[src/rtl/jericalla_pkg.sv]
// rtl/jericalla_pkg.sv - shared widths, instruction field positions and FSM states
package jericalla_pkg;

  localparam int INSTR_W = 17;
  localparam int DATA_W  = 32;
  localparam int FIELD_W = 4;

  // LSB positions of the instruction fields
  localparam int RAM_DIR = 13;
  localparam int OP      = 9;
  localparam int SRC1    = 5;
  localparam int SRC2    = 1;
  localparam int WEN     = 0;

  typedef enum logic [1:0] {
    IDLE   = 2'd0,
    ISSUE  = 2'd1,
    SAMPLE = 2'd2,
    DONE   = 2'd3
  } state_t;

endpackage

[src/rtl/secuenciador_jericalla_if.sv]
// rtl/secuenciador_jericalla_if.sv - host load/run bus and datapath bus of the sequencer
interface secuenciador_jericalla_if #(
  parameter int AW = 4
);
  import jericalla_pkg::*;

  logic                 load_en;
  logic [AW-1:0]        load_dir;
  logic [INSTR_W-1:0]   load_instr;
  logic [AW:0]          prog_len;
  logic                 start;
  logic                 abort;
  logic                 stop_on_zf;
  logic [DATA_W-1:0]    datoOut_jericalla;
  logic                 zf_jericalla;
  logic [INSTR_W-1:0]   instruccion;
  logic                 busy;
  logic                 done;
  logic [DATA_W-1:0]    resultado;
  logic                 zf_final;
  logic [AW:0]          ejecutadas;
  logic [AW-1:0]        pc;

  modport master (
    input  load_en, load_dir, load_instr, prog_len, start, abort, stop_on_zf,
           datoOut_jericalla, zf_jericalla,
    output instruccion, busy, done, resultado, zf_final, ejecutadas, pc
  );

  modport slave (
    output load_en, load_dir, load_instr, prog_len, start, abort, stop_on_zf,
           datoOut_jericalla, zf_jericalla,
    input  instruccion, busy, done, resultado, zf_final, ejecutadas, pc
  );

endinterface

[src/rtl/secuenciador_jericalla_memoria_programa.sv]
// rtl/secuenciador_jericalla_memoria_programa.sv - program buffer, sync write, async read
module memoria_programa
  import jericalla_pkg::*;
#(
  parameter int DEPTH = 16,
  parameter int AW    = 4
) (
  input  logic               clk,
  input  logic               rst_n,
  input  logic               we,
  input  logic [AW-1:0]      wr_dir,
  input  logic [INSTR_W-1:0] wr_data,
  input  logic [AW-1:0]      rd_dir,
  output logic [INSTR_W-1:0] rd_data
);

  logic [INSTR_W-1:0] mem [DEPTH];

  always_ff @(posedge clk) begin
    if (!rst_n) begin
      for (int i = 0; i < DEPTH; i++) begin
        mem[i] <= '0;
      end
    end else if (we) begin
      mem[wr_dir] <= wr_data;
    end
  end

  assign rd_data = mem[rd_dir];

endmodule

[src/rtl/secuenciador_jericalla.sv]
// rtl/secuenciador_jericalla.sv - program sequencer issuing buffered instructions to the datapath
module secuenciador_jericalla
  import jericalla_pkg::*;
#(
  parameter int DEPTH = 16,
  parameter int AW    = 4
) (
  input  logic                      clk,
  input  logic                      rst_n,
  secuenciador_jericalla_if.master  bus
);

  localparam logic [AW:0] DEPTH_L = (AW+1)'(DEPTH);

  state_t             state;
  logic [AW:0]        len;
  logic               stop_lat;
  logic [INSTR_W-1:0] rd_data;
  logic [AW:0]        ejec_next;
  logic [AW:0]        len_next;

  // The buffer only accepts writes while idle, so a run never sees its program change.
  memoria_programa #(.DEPTH(DEPTH), .AW(AW)) u_memoria (
    .clk     (clk),
    .rst_n   (rst_n),
    .we      (bus.load_en && (state == IDLE)),
    .wr_dir  (bus.load_dir),
    .wr_data (bus.load_instr),
    .rd_dir  (bus.pc),
    .rd_data (rd_data)
  );

  assign ejec_next = bus.ejecutadas + 1'b1;
  assign len_next  = (bus.prog_len > DEPTH_L) ? DEPTH_L : bus.prog_len;

  // WEn is only ever passed through during ISSUE; SAMPLE holds the fields with the write disabled.
  always_comb begin
    bus.instruccion = '0;
    case (state)
      ISSUE:   bus.instruccion = rd_data;
      SAMPLE:  bus.instruccion = {rd_data[INSTR_W-1:WEN+1], 1'b0};
      default: bus.instruccion = '0;
    endcase
  end

  always_ff @(posedge clk) begin
    if (!rst_n) begin
      state          <= IDLE;
      len            <= '0;
      stop_lat       <= 1'b0;
      bus.pc         <= '0;
      bus.busy       <= 1'b0;
      bus.done       <= 1'b0;
      bus.resultado  <= '0;
      bus.zf_final   <= 1'b0;
      bus.ejecutadas <= '0;
    end else begin
      case (state)
        IDLE: begin
          if (bus.start) begin
            len            <= len_next;
            stop_lat       <= bus.stop_on_zf;
            bus.ejecutadas <= '0;
            bus.pc         <= '0;
            if (len_next == '0) begin
              state    <= DONE;
              bus.done <= 1'b1;
            end else begin
              state    <= ISSUE;
              bus.busy <= 1'b1;
            end
          end
        end
        ISSUE: begin
          if (bus.abort) begin
            state    <= IDLE;
            bus.busy <= 1'b0;
          end else begin
            state <= SAMPLE;
          end
        end
        SAMPLE: begin
          if (bus.abort) begin
            state    <= IDLE;
            bus.busy <= 1'b0;
          end else begin
            bus.resultado  <= bus.datoOut_jericalla;
            bus.zf_final   <= bus.zf_jericalla;
            bus.ejecutadas <= ejec_next;
            if ((stop_lat && bus.zf_jericalla) || (ejec_next == len)) begin
              state    <= DONE;
              bus.busy <= 1'b0;
              bus.done <= 1'b1;
            end else begin
              state  <= ISSUE;
              bus.pc <= bus.pc + 1'b1;
            end
          end
        end
        DONE: begin
          state    <= IDLE;
          bus.done <= 1'b0;
        end
        default: state <= IDLE;
      endcase
    end
  end

endmodule

[src/flat_wrapper.sv]
// flat-port wrapper written by rule: the top's interface ports become plain ports
module secuenciador_jericalla_flat import jericalla_pkg::*;
#(
  parameter int DEPTH = 16,
  parameter int AW    = 4
)
  (clk, rst_n, bus_load_en, bus_load_dir, bus_load_instr, bus_prog_len, bus_start, bus_abort, bus_stop_on_zf, bus_datoOut_jericalla, bus_zf_jericalla, bus_instruccion, bus_busy, bus_done, bus_resultado, bus_zf_final, bus_ejecutadas, bus_pc);
  secuenciador_jericalla_if #(.AW(AW)) bus_i ();
  input  logic clk;
  input  logic rst_n;
  input wire logic [$bits(bus_i.load_en)-1:0] bus_load_en;
  input wire logic [$bits(bus_i.load_dir)-1:0] bus_load_dir;
  input wire logic [$bits(bus_i.load_instr)-1:0] bus_load_instr;
  input wire logic [$bits(bus_i.prog_len)-1:0] bus_prog_len;
  input wire logic [$bits(bus_i.start)-1:0] bus_start;
  input wire logic [$bits(bus_i.abort)-1:0] bus_abort;
  input wire logic [$bits(bus_i.stop_on_zf)-1:0] bus_stop_on_zf;
  input wire logic [$bits(bus_i.datoOut_jericalla)-1:0] bus_datoOut_jericalla;
  input wire logic [$bits(bus_i.zf_jericalla)-1:0] bus_zf_jericalla;
  output wire logic [$bits(bus_i.instruccion)-1:0] bus_instruccion;
  output wire logic [$bits(bus_i.busy)-1:0] bus_busy;
  output wire logic [$bits(bus_i.done)-1:0] bus_done;
  output wire logic [$bits(bus_i.resultado)-1:0] bus_resultado;
  output wire logic [$bits(bus_i.zf_final)-1:0] bus_zf_final;
  output wire logic [$bits(bus_i.ejecutadas)-1:0] bus_ejecutadas;
  output wire logic [$bits(bus_i.pc)-1:0] bus_pc;
  assign bus_i.load_en = bus_load_en;
  assign bus_i.load_dir = bus_load_dir;
  assign bus_i.load_instr = bus_load_instr;
  assign bus_i.prog_len = bus_prog_len;
  assign bus_i.start = bus_start;
  assign bus_i.abort = bus_abort;
  assign bus_i.stop_on_zf = bus_stop_on_zf;
  assign bus_i.datoOut_jericalla = bus_datoOut_jericalla;
  assign bus_i.zf_jericalla = bus_zf_jericalla;
  assign bus_instruccion = bus_i.instruccion;
  assign bus_busy = bus_i.busy;
  assign bus_done = bus_i.done;
  assign bus_resultado = bus_i.resultado;
  assign bus_zf_final = bus_i.zf_final;
  assign bus_ejecutadas = bus_i.ejecutadas;
  assign bus_pc = bus_i.pc;
  secuenciador_jericalla #(.DEPTH(DEPTH), .AW(AW)) u_core (.clk(clk), .rst_n(rst_n), .bus(bus_i));
endmodule
[config.mk]
export PLATFORM = sky130hd
export DESIGN_NAME = secuenciador_jericalla_flat
export DESIGN_NICKNAME = d
export VERILOG_FILES = /design/src/rtl/jericalla_pkg.sv /design/src/rtl/secuenciador_jericalla_if.sv /design/src/rtl/secuenciador_jericalla_memoria_programa.sv /design/src/rtl/secuenciador_jericalla.sv /design/src/flat_wrapper.sv
export SDC_FILE = /design/constraint.sdc
export NUM_CORES = 1
export LEC_CHECK = 0
export ABC_AREA = 1
export ABC_CLOCK_PERIOD_IN_PS = 2000
export CAP_MARGIN = 20
export CORE_ASPECT_RATIO = 1.2
export CORE_UTILIZATION = 45
export CTS_CLUSTER_DIAMETER = 60
export CTS_CLUSTER_SIZE = 12
export DETAILED_ROUTE_END_ITERATION = 12
export PLACE_DENSITY = 0.67
export SETUP_SLACK_MARGIN = 0.05
export SKIP_CTS_REPAIR_TIMING = 1
export SLEW_MARGIN = 20
export SYNTH_ARGS = -nofsm -noshare
export SYNTH_HDL_FRONTEND = slang
export SYNTH_SLANG_ARGS = --single-unit
[constraint.sdc]
create_clock -name clk -period 2 [get_ports clk]
set_input_delay 0.3 -clock clk [delete_from_list [all_inputs] [get_ports clk]]
set_output_delay 0.3 -clock clk [all_outputs]
set_load 0.01 [all_outputs]
## Word level (Yosys, flattened, before mapping)

Memories as Yosys holds them, arrays and structs flattened. A register that Yosys moved wholly into a read port is not among the register bits.
Index checks and enable logic that the tools add are counted.

| word-level totals | value |
|---|---|
| latch bits | 0 |
| input port bits | 65 |
| RAM bits | 272 |
| register bits | 52 |
| word-level logic and storage cells | 76 |
| bits in read-only memories | 0 |
| memories | 1 |
| output and inout bits | 61 |

Memories:

| name | depth | width | read ports | clocked after memory_dff | write ports | RTL line | RTL |
|---|---|---|---|---|---|---|---|
| u_core.u_memoria.mem | 16 | 17 | 1 | 1 | 16 | secuenciador_jericalla_memoria_programa.sv:17 | `logic [INSTR_W-1:0] mem [DEPTH];` |

| cells by class | value |
|---|---|
| shift operators | 0 |
| $lt $le $gt $ge | 1 |
| bitwise operators | 1 |
| multipliers | 0 |
| add/subtract/negate cells | 2 |
| divide/modulo/power cells | 0 |
| muxes and demuxes | 35 |
| reductions and logical operators | 15 |
| eq/ne operators | 12 |

Operators with widths:

| operator | number |
|---|---|
| 17-bit one-hot mux with 2 select lines | 1 |
| 4-bit 2-to-1 mux | 6 |
| 17-bit 2-to-1 mux | 1 |
| 17-bit OR reduction | 1 |
| 5-bit 2-to-1 mux | 3 |
| 1-bit 2-to-1 mux | 14 |
| 2-bit != test, second input constant | 6 |
| 2-bit 2-to-1 mux | 5 |
| 5-bit one-hot mux with 2 select lines | 1 |
| 5-bit AND reduction | 2 |
| 2-bit one-hot mux with 4 select lines | 1 |
| 4-bit one-hot mux with 2 select lines | 1 |
| 1-bit one-hot mux with 3 select lines | 2 |
| 3-bit nonzero test | 2 |
| 5-bit by 1-bit adder with 5-bit output, second input constant | 1 |
| 5-bit equality test | 1 |
| 5-bit greater-than comparator, second input constant | 1 |
| 5-bit logical NOT | 1 |
| 4-bit by 1-bit adder with 4-bit output, second input constant | 1 |
| 2-bit equality test, second input constant | 2 |
| 2-bit AND reduction | 2 |
| 4-bit AND reduction | 1 |
| 3-bit by 2-bit != test with 1-bit output, second input constant | 1 |
| 3-bit AND reduction | 1 |
| other kinds (7) | 8 |

## Depth between registers and ports, before layout

Gate-level depths: netlist (run 1).

| depth | value |
|---|---|
| depth in word-level cells | 8 |
| gate-level depth with buffers | 13 |

## Cells and area by module

A second synthesis (run 1) with hierarchy kept.

| unflattened totals | value |
|---|---|
| cell total of the unflattened synthesis | 1813 |
| area total of the unflattened synthesis | 15456.1 sq um |

Modules (own cells, without submodules):

| module | area an instance (sq um) | sequential area each (sq um) | instances | cells each |
|---|---|---|---|---|
| memoria_programa | 13040.0 | 8167.8 | 1 | 1465 |
| secuenciador_jericalla | 2416.1 | 1041.0 | 1 | 348 |

## Worst setup path after synthesis (run 1)

Ideal clock, no wire load.

| timing | value |
|---|---|
| path type | register to register |
| from | register u_core.state[0] |
| to | memory u_core.u_memoria.mem[1][0] (enable) |
| data arrival time | 1765 ps |
| path buffers | 2 |
| setup slack | -138 ps |
| cell stages (with the launch flop) | 9 |
| cell sequence | dfxtp_1 -> inv_1 -> ha_1 -> buf_6 -> nand3_2 -> nor3_4 -> nand2_2 -> buf_2 -> nand2_1 |

RTL lines:

| item | RTL line | RTL |
|---|---|---|
| start: declaration | secuenciador_jericalla.sv:15 | `state_t state;` |
| start signal: assignment | secuenciador_jericalla.sv:48 | `state <= IDLE;` |
| start signal: assignment | secuenciador_jericalla.sv:66 | `state <= DONE;` |
| start signal: assignment | secuenciador_jericalla.sv:69 | `state <= ISSUE;` |
| end: declaration | secuenciador_jericalla_memoria_programa.sv:17 |  |

==> flow_summary.toml, run 1 <==
[critical_path]
critPathKind = "reg2out"
cp.buffers_inverters = 3
r2r_setup_slack_ns = 0.18
start_kind = "flop"
cp_max_fo = 12
cp-end-kind = "primary output"
slowest_stage = "dfxtp_4"
required_ns = 1.70
path_delay_family = "compound AO/OA/AOI/OAI gates"
worstPathCellList = "buf_4, clkbuf_16, o21ai_0, o221ai_1, o211ai_1, a21oi_2, clkbuf_2"
cp.arrival_ns = 2.16
reg2reg_depth = 13
r2r-start = "u_core.bus.ejecutadas[1]"
cpPeakStageDelay_ns = 0.41

[synthesis]
synth_edf_count = 272
synth-compound-area-share_pct = 12.9
syn_nets = 1471
synth_adder_area_share_pct = 0.524
synth_top_family_by_area = "simple AND/OR/NAND/NOR gates"
syn_inst = 1400
yosys_warnings = 0
yosys-mux-area-fraction_pct = 0
synth_area_per_cell_sq_um = 10.2
synth_xor_area_share_pct = 0.122
ys_ff_latch = 328
synth-main-ff-cell = "edfxtp_1"
syn-cell-area_sq_mm = 0.0143
synthSimpleGateAreaFrac_pct = 17.1
seq_area_frac_synth_pct = 64.8
async_reset_ff_share_pct = 0
yosysUniqueCellTypes = 40

[detailed_routing]
detail-route-antenna-nets = 0
firstDrtPassIters = 5
drc = 0
vias_per_cell = 5.77
vias = 11700
routed_wl_mm = 42.8
drt-initial-drc-count = 1249
wire_per_inst_um = 21.2

[timing]
slew_viol_final = 0
slew_headroom_pct = 62.2
rsz0062_at_grt = "yes"
hold_viol = 0
finalCriticalPeriod_ns = 2.46
setup-tns-final_ns = -7.02
worst_hold_slack_ns = 0.354
clock_skew_ns = 0.0170
worst_slew_pin_slew_ns = 0.566
timing.final.crit_share_pct = 123
max_freq_ghz = 0.407
fin_ws_ns = -0.457
setup_violations = 17

[hold_path]
hold_depth = 4
min_from = "rst_n"
hp-class = "in2reg"
hold_end = "u_core.len[3]"

[die]
num_rows = 71
core_sq_mm = 0.0314
ios = 126
die-area_sq_mm = 0.0326
fp.dieH_um = 197
chipWidth_um = 165
initial_core_util_pct = 45.7

[power]
power_density_mw_per_mm2 = 1070
ir_drop_v = 0.000721
power_leakage_nw = 7.17

[finish]
fin_cells = 2019
fillers = 2597
area_growth_pct = 28.4
multi_input_area_sq_mm = 0.00456
diodes = 0
regArea_sq_mm = 0.00930
nNetsFinal = 1676
drive_gt1_share_pct = 17.8

[outcome]
outcome = "complete, but fails checks"
violations = "setup timing"

[clock_network]
clk_pin_slew_worst_paths_ns = 0.06
cts_made_buffers = 34
clock_path_buffers = 3
tritoncts = "yes"
worstSkewPairLatency_ns = 0.51
htree_levels = 2
cts_root_buf = "clkbuf_16"
cts_sinks = 328

[run]
cap_violations = 0

[grt]
globalRouteTotalUtil_pct = 26.0
grt_max_degree = 39
antenna_found_initial = 0
grt_first_pass_wirelength_mm = 64.0
grt_pass1_vias = 11500
grt-ovfl-total = 0

[placed_design]
dpl.hpwl_mm = 26.9
numPortBuffers = 125
gp_congestion = 0.857
place_inst = 1961
==> synthesized netlist by cell type (2+ instances only) <==
cell | number | area [sq um]
a211oi_1 | 6 | 45.0
a21oi_1 | 31 | 155
a21oi_2 | 3 | 26.3
buf_2 | 35 | 175
buf_4 | 6 | 45.0
buf_6 | 3 | 33.8
clkbuf_1 | 58 | 218
clkinv_1 | 2 | 7.51
dfxtp_1 | 56 | 1120
edfxtp_1 | 272 | 8170
ha_1 | 6 | 75.1
inv_1 | 38 | 143
inv_2 | 4 | 15.0
nand2_1 | 55 | 206
nand2_2 | 19 | 119
nand3_1 | 23 | 115
nand3_2 | 2 | 20.0
nand4_1 | 2 | 12.5
nor2_1 | 493 | 1850
nor2_2 | 5 | 31.3
nor3_4 | 2 | 32.5
o211ai_1 | 23 | 173
o21ai_0 | 155 | 776
o21ai_1 | 18 | 90.1
o221ai_1 | 45 | 394
o22ai_1 | 24 | 150
==> logic make-up (layout without fill, tap and decap cells) <==
kind of cell,Yosys count,after routing
XOR/XNOR,2,2
AO/OA/AOI/OAI,309,309
AND/OR/NAND/NOR,608,608
buffers and inverters,147,365
adder cells (fa/ha/maj),6,6
flip-flops,328,328
==> stage by stage <==
stage	utilization, %	total power, W	instance area [sq um]	worst slack (ns)
finish	58.7	0.0197	18400	-0.457
global route	58.7	0.0205	18400	-0.531
detailed placement	54.7	0.0134	17100	-0.326
floorplan	-	0.0108	14400	-0.121
CTS	57.7	0.0191	18100	-0.886
global placement	54.7	0.0133	17100	-0.309
==> report_power, final <==
part / switching [W] / internal, W
logic: 0.00333 / 0.00263
clock network: 0.00257 / 0.00320
registers: 0.000222 / 0.00778
total: 0.00612 / 0.0136
==> area by class of cell <==
cell class	count	share of cell area, %
sequential	328	50.5
inverter	45	0.986
timing repair buffer	271	15.8
tap	401	2.73
clock buffer	45	4.99
clock inverter	4	0.177
multi-input combinational	925	24.8
==> cell usage in the layout (no fill, tap or decap), types with 41 or more instances in the layout <==
cell type / netlist / routed
clkbuf_16: 0 / 41
nand2_1: 55 / 43
buf_4: 6 / 93
dfxtp_1: 56 / 52
edfxtp_1: 272 / 272
o221ai_1: 45 / 42
nor2_1: 493 / 488
o21ai_0: 155 / 140
clkdlybuf4s50_1: 0 / 107
==> worst register-to-register path, stage by stage (launching register included) <==
cell,delay [ns]
dfxtp_2,0.35
ha_4,0.28
inv_1,0.03
nand2_1,0.05
nand2_1,0.04
nor2_1,0.12
nand3_1,0.11
nor2_2,0.11
nand3_2,0.11
nand3_4,0.10
nand2_4,0.08
a21oi_1,0.13
nor2_1,0.06
buf_4,0.14
==> flip-flops by register name, indices dropped and copies added (netlist names), named ones only <==
signal / count
u_core.bus.busy: 1
u_core.u_memoria.mem: 272
u_core.bus.zf_final: 1
u_core.bus.pc: 4
u_core.bus.done: 1
u_core.len: 5
u_core.state: 2
u_core.bus.ejecutadas: 5
u_core.stop_lat: 1
u_core.bus.resultado: 32
==> worst max-delay path by stage <==
stage          cells after the start                    endpoint  slack (ns)             from
3_5_place_dp                       8          bus_instruccion[4]       -0.33             flop
4_1_cts                            8          bus_instruccion[4]       -0.89             flop
5_1_grt                            8          bus_instruccion[6]       -0.53             flop
2_1_floorplan                      8  u_core.u_memoria.mem[2][0]       -0.12  u_core.state[0]
6_report                           7          bus_instruccion[8]       -0.46             flop
3_3_place_gp                       9         bus_instruccion[10]       -0.31             flop
==> routing by layer <==
layer / GRT usage [%] / share of wire, % / vias to the layer above
met2: 44.5 / 50 / 680
met1: 31.7 / 37 / 5591
met3: 5.69 / 9.9 / 109
li1: - / - / 5275
met4: 9.82 / 3.8 / 0
met5: 0 / 0 / -
No activity file was read; power rests on OpenSTA's default activity.
==> run 2: changes to the inputs <==
ABC_AREA = 0   (was 1)
==> run 2 against run 1 <==
Against the previous run:
- the run still ends with setup timing left
- synthesized area is 3.0% higher
- sequential share of layout area fell by 1.4 points
- sequential power shrank 3.5%
==> flow_summary.toml, run 2 <==
[timing]
setup-tns-final_ns = -13.61
hold_viol = 0
rsz0062_at_grt = "yes"
finalCriticalPeriod_ns = 2.87
max_freq_ghz = 0.349
setup_violations = 17
worst_slew_pin_slew_ns = 0.614
fin_ws_ns = -0.869
worst_hold_slack_ns = 0.354
slew_headroom_pct = 58.9
slew_viol_final = 0
clock_skew_ns = 0.0118
timing.final.crit_share_pct = 143

[synthesis]
synth_edf_count = 272
yosys_warnings = 0
yosysTopAreaCell = "edfxtp_1"
async_reset_ff_share_pct = 0
syn-cell-area_sq_mm = 0.0148
synth_commonest_cells = "and2_1, edfxtp_1, nand2_1"
synth-main-ff-cell = "edfxtp_1"
synth.most_common_cell = "and2_1"
syn_nets = 1108
seq_area_frac_synth_pct = 62.9
yosys.area.top_type_share_pct = 55.3
synth_area_per_cell_sq_um = 14.2
yosysUniqueCellTypes = 36
synthTopCellsByArea = "edfxtp_1, mux4_2, and2_1"
syn_inst = 1037
ys_ff_latch = 328

[grt]
grt_max_degree = 57
antenna_found_initial = 0
grt-ovfl-total = 0
grt_first_pass_wirelength_mm = 60.5
globalRouteTotalUtil_pct = 24.5
grt_pass1_vias = 9820

[outcome]
violations = "setup timing"
outcome = "complete, but fails checks"

[power]
finalPower_w = 0.0144
swShare_pct = 21.8
ir_drop_v = 0.000505
p_switching_w = 0.00315
p_seq_share_pct = 53.5
pwr-share-clk_pct = 39.6
p_int_w = 0.0113
power_density_mw_per_mm2 = 763
power.share.combinational_pct = 6.9
power_leakage_nw = 6.84

[detailed_routing]
vias_per_cell = 5.65
firstDrtPassIters = 5
wire_per_inst_um = 24.4
vias = 9522
detail-route-antenna-nets = 0
routed_wl_mm = 41.1
drc = 0
drt-initial-drc-count = 836

[clock_network]
cts_made_buffers = 34
worstSkewPairLatency_ns = 0.51
clk_pin_slew_worst_paths_ns = 0.06
cts_root_buf = "clkbuf_16"
cts_sinks = 328
tritoncts = "yes"
clock_path_buffers = 3
htree_levels = 2

[hold_path]
hold_depth = 3
min_from = "bus_datoOut_jericalla[20]"
hold_end = "u_core.bus.resultado[20]"
hp-class = "in2reg"

[die]
fp.dieH_um = 200
num_rows = 72
initial_core_util_pct = 45.8
die-area_sq_mm = 0.0335
core_sq_mm = 0.0323
ios = 126
chipWidth_um = 167

[finish]
regArea_sq_mm = 0.00930
fin_cells = 1686
nNetsFinal = 1335
top_register = "u_core.u_memoria.mem"
fillers = 2400
diodes = 0
multi_input_area_sq_mm = 0.00540
layout_commonest_cell = "and2_1"
drive_gt1_share_pct = 26.0
largest_reg_flops = 272
finish.utilization_pct = 58.6
top_regs = "u_core.u_memoria.mem: 272 flops, u_core.bus.resultado: 32 flops"
area_growth_pct = 28.1
final_cell_mix = "and2_1, edfxtp_1, clkdlybuf4s50_1"

[run]
cap_violations = 0

[critical_path]
required_ns = 1.70
r2r-end = "u_core.u_memoria.mem[6][4]"
cp.arrival_ns = 2.57
start_kind = "flop"
cpMostUsedCell = "mux4_2"
reg2reg_depth = 7
worstPathCellList = "buf_6, buf_8, clkbuf_16, mux4_2, mux4_2, nor2b_1, clkbuf_2"
r2r_setup_slack_ns = 0.11
r2r-start = "u_core.state[0]"
cpPeakStageDelay_ns = 0.50
cp-end-kind = "primary output"
cp_max_fo = 6
slowest_stage = "mux4_2"
critPathKind = "reg2out"

[placed_design]
numPortBuffers = 125
place_inst = 1623
dpl.hpwl_mm = 28.0
gp_congestion = 0.851
[run 2: cell types whose count changed after synthesis, moves of 26 or more]
| cell | change |
|---|---|
| nor2_1 | -472 |
| nor2b_1 | +27 |
| buf_2 | -26 |
| nand2_1 | +31 |
| mux4_2 | +85 |
| inv_1 | -34 |
| a21boi_0 | +37 |
| o221ai_1 | -45 |
| and2_1 | +274 |
| o21ai_0 | -135 |
[run 2: worst max path at each step]
stage,start,end,depth (start not counted)
2_1_floorplan,u_core.state[0],u_core.u_memoria.mem[13][0],5
3_3_place_gp,flop,bus_instruccion[5],5
3_5_place_dp,flop,bus_instruccion[5],5
4_1_cts,flop,bus_instruccion[16],5
5_1_grt,flop,bus_instruccion[3],7
6_report,flop,bus_instruccion[3],7
[run 2: final cells by class]
class,count,share of cell area [%]
well taps,407,2.69
flip-flops and latches,328,49.2
clock buffers,45,4.83
multi-input cells,631,28.6
clock inverters,6,0.205
repair buffers,265,14.4
inverters,4,0.0794
[run 2: per-layer routing]
metal  global-route usage, %  routed length, um  vias to the layer above  share of wire [%]
li1                        -                  -                     4199                  -
met1                    29.9              15700                     4827                 38
met2                    43.9              21700                      416                 53
met3                    3.62               2510                       80                6.1
met4                    8.91               1230                        0                3.0
met5                       0                  0                        -                  0
[run 2: logic make-up after synthesis]
group                      count (synthesis)  synth area share [%]
AOI/OAI and AO/OA                         73                  3.29
buffers and inverters                     78                  2.21
DFF                                      328                  62.9
muxes                                     90                  13.3
adders and majority gates                  6                 0.509
and+or+nand+nor                          457                  17.4
xor gates and xnor gates                   5                 0.297
[run 2: worst max-delay path, delay by kind of cell (launching register included)]
kind	cells	cell delay, ns
DFF	1	0.42
muxes	2	0.98
and+or+nand+nor	1	0.14
buffers and inverters	4	0.52
[run 2: stage by stage]
stage          instance area [sq um]  worst slack (ns)
3_3_place_gp                   17700            -0.657
2_1_floorplan                  15000            -0.184
5_1_grt                        18900            -0.927
6_report                       18900            -0.869
4_1_cts                        18600             -1.22
3_5_place_dp                   17700            -0.681
[run 2: power groups by stage]
| stage | sequential, W | clock (W) | combinational [W] |
|---|---|---|---|
| global placement | 0.00785 | 0 | 0.000970 |
| detailed placement | 0.00786 | 0 | 0.000983 |
| CTS | 0.00772 | 0.00581 | 0.000988 |
| floorplan | 0.00781 | 0 | 0.000407 |
| global route | 0.00773 | 0.00605 | 0.00105 |
| finish | 0.00772 | 0.00572 | 0.000995 |
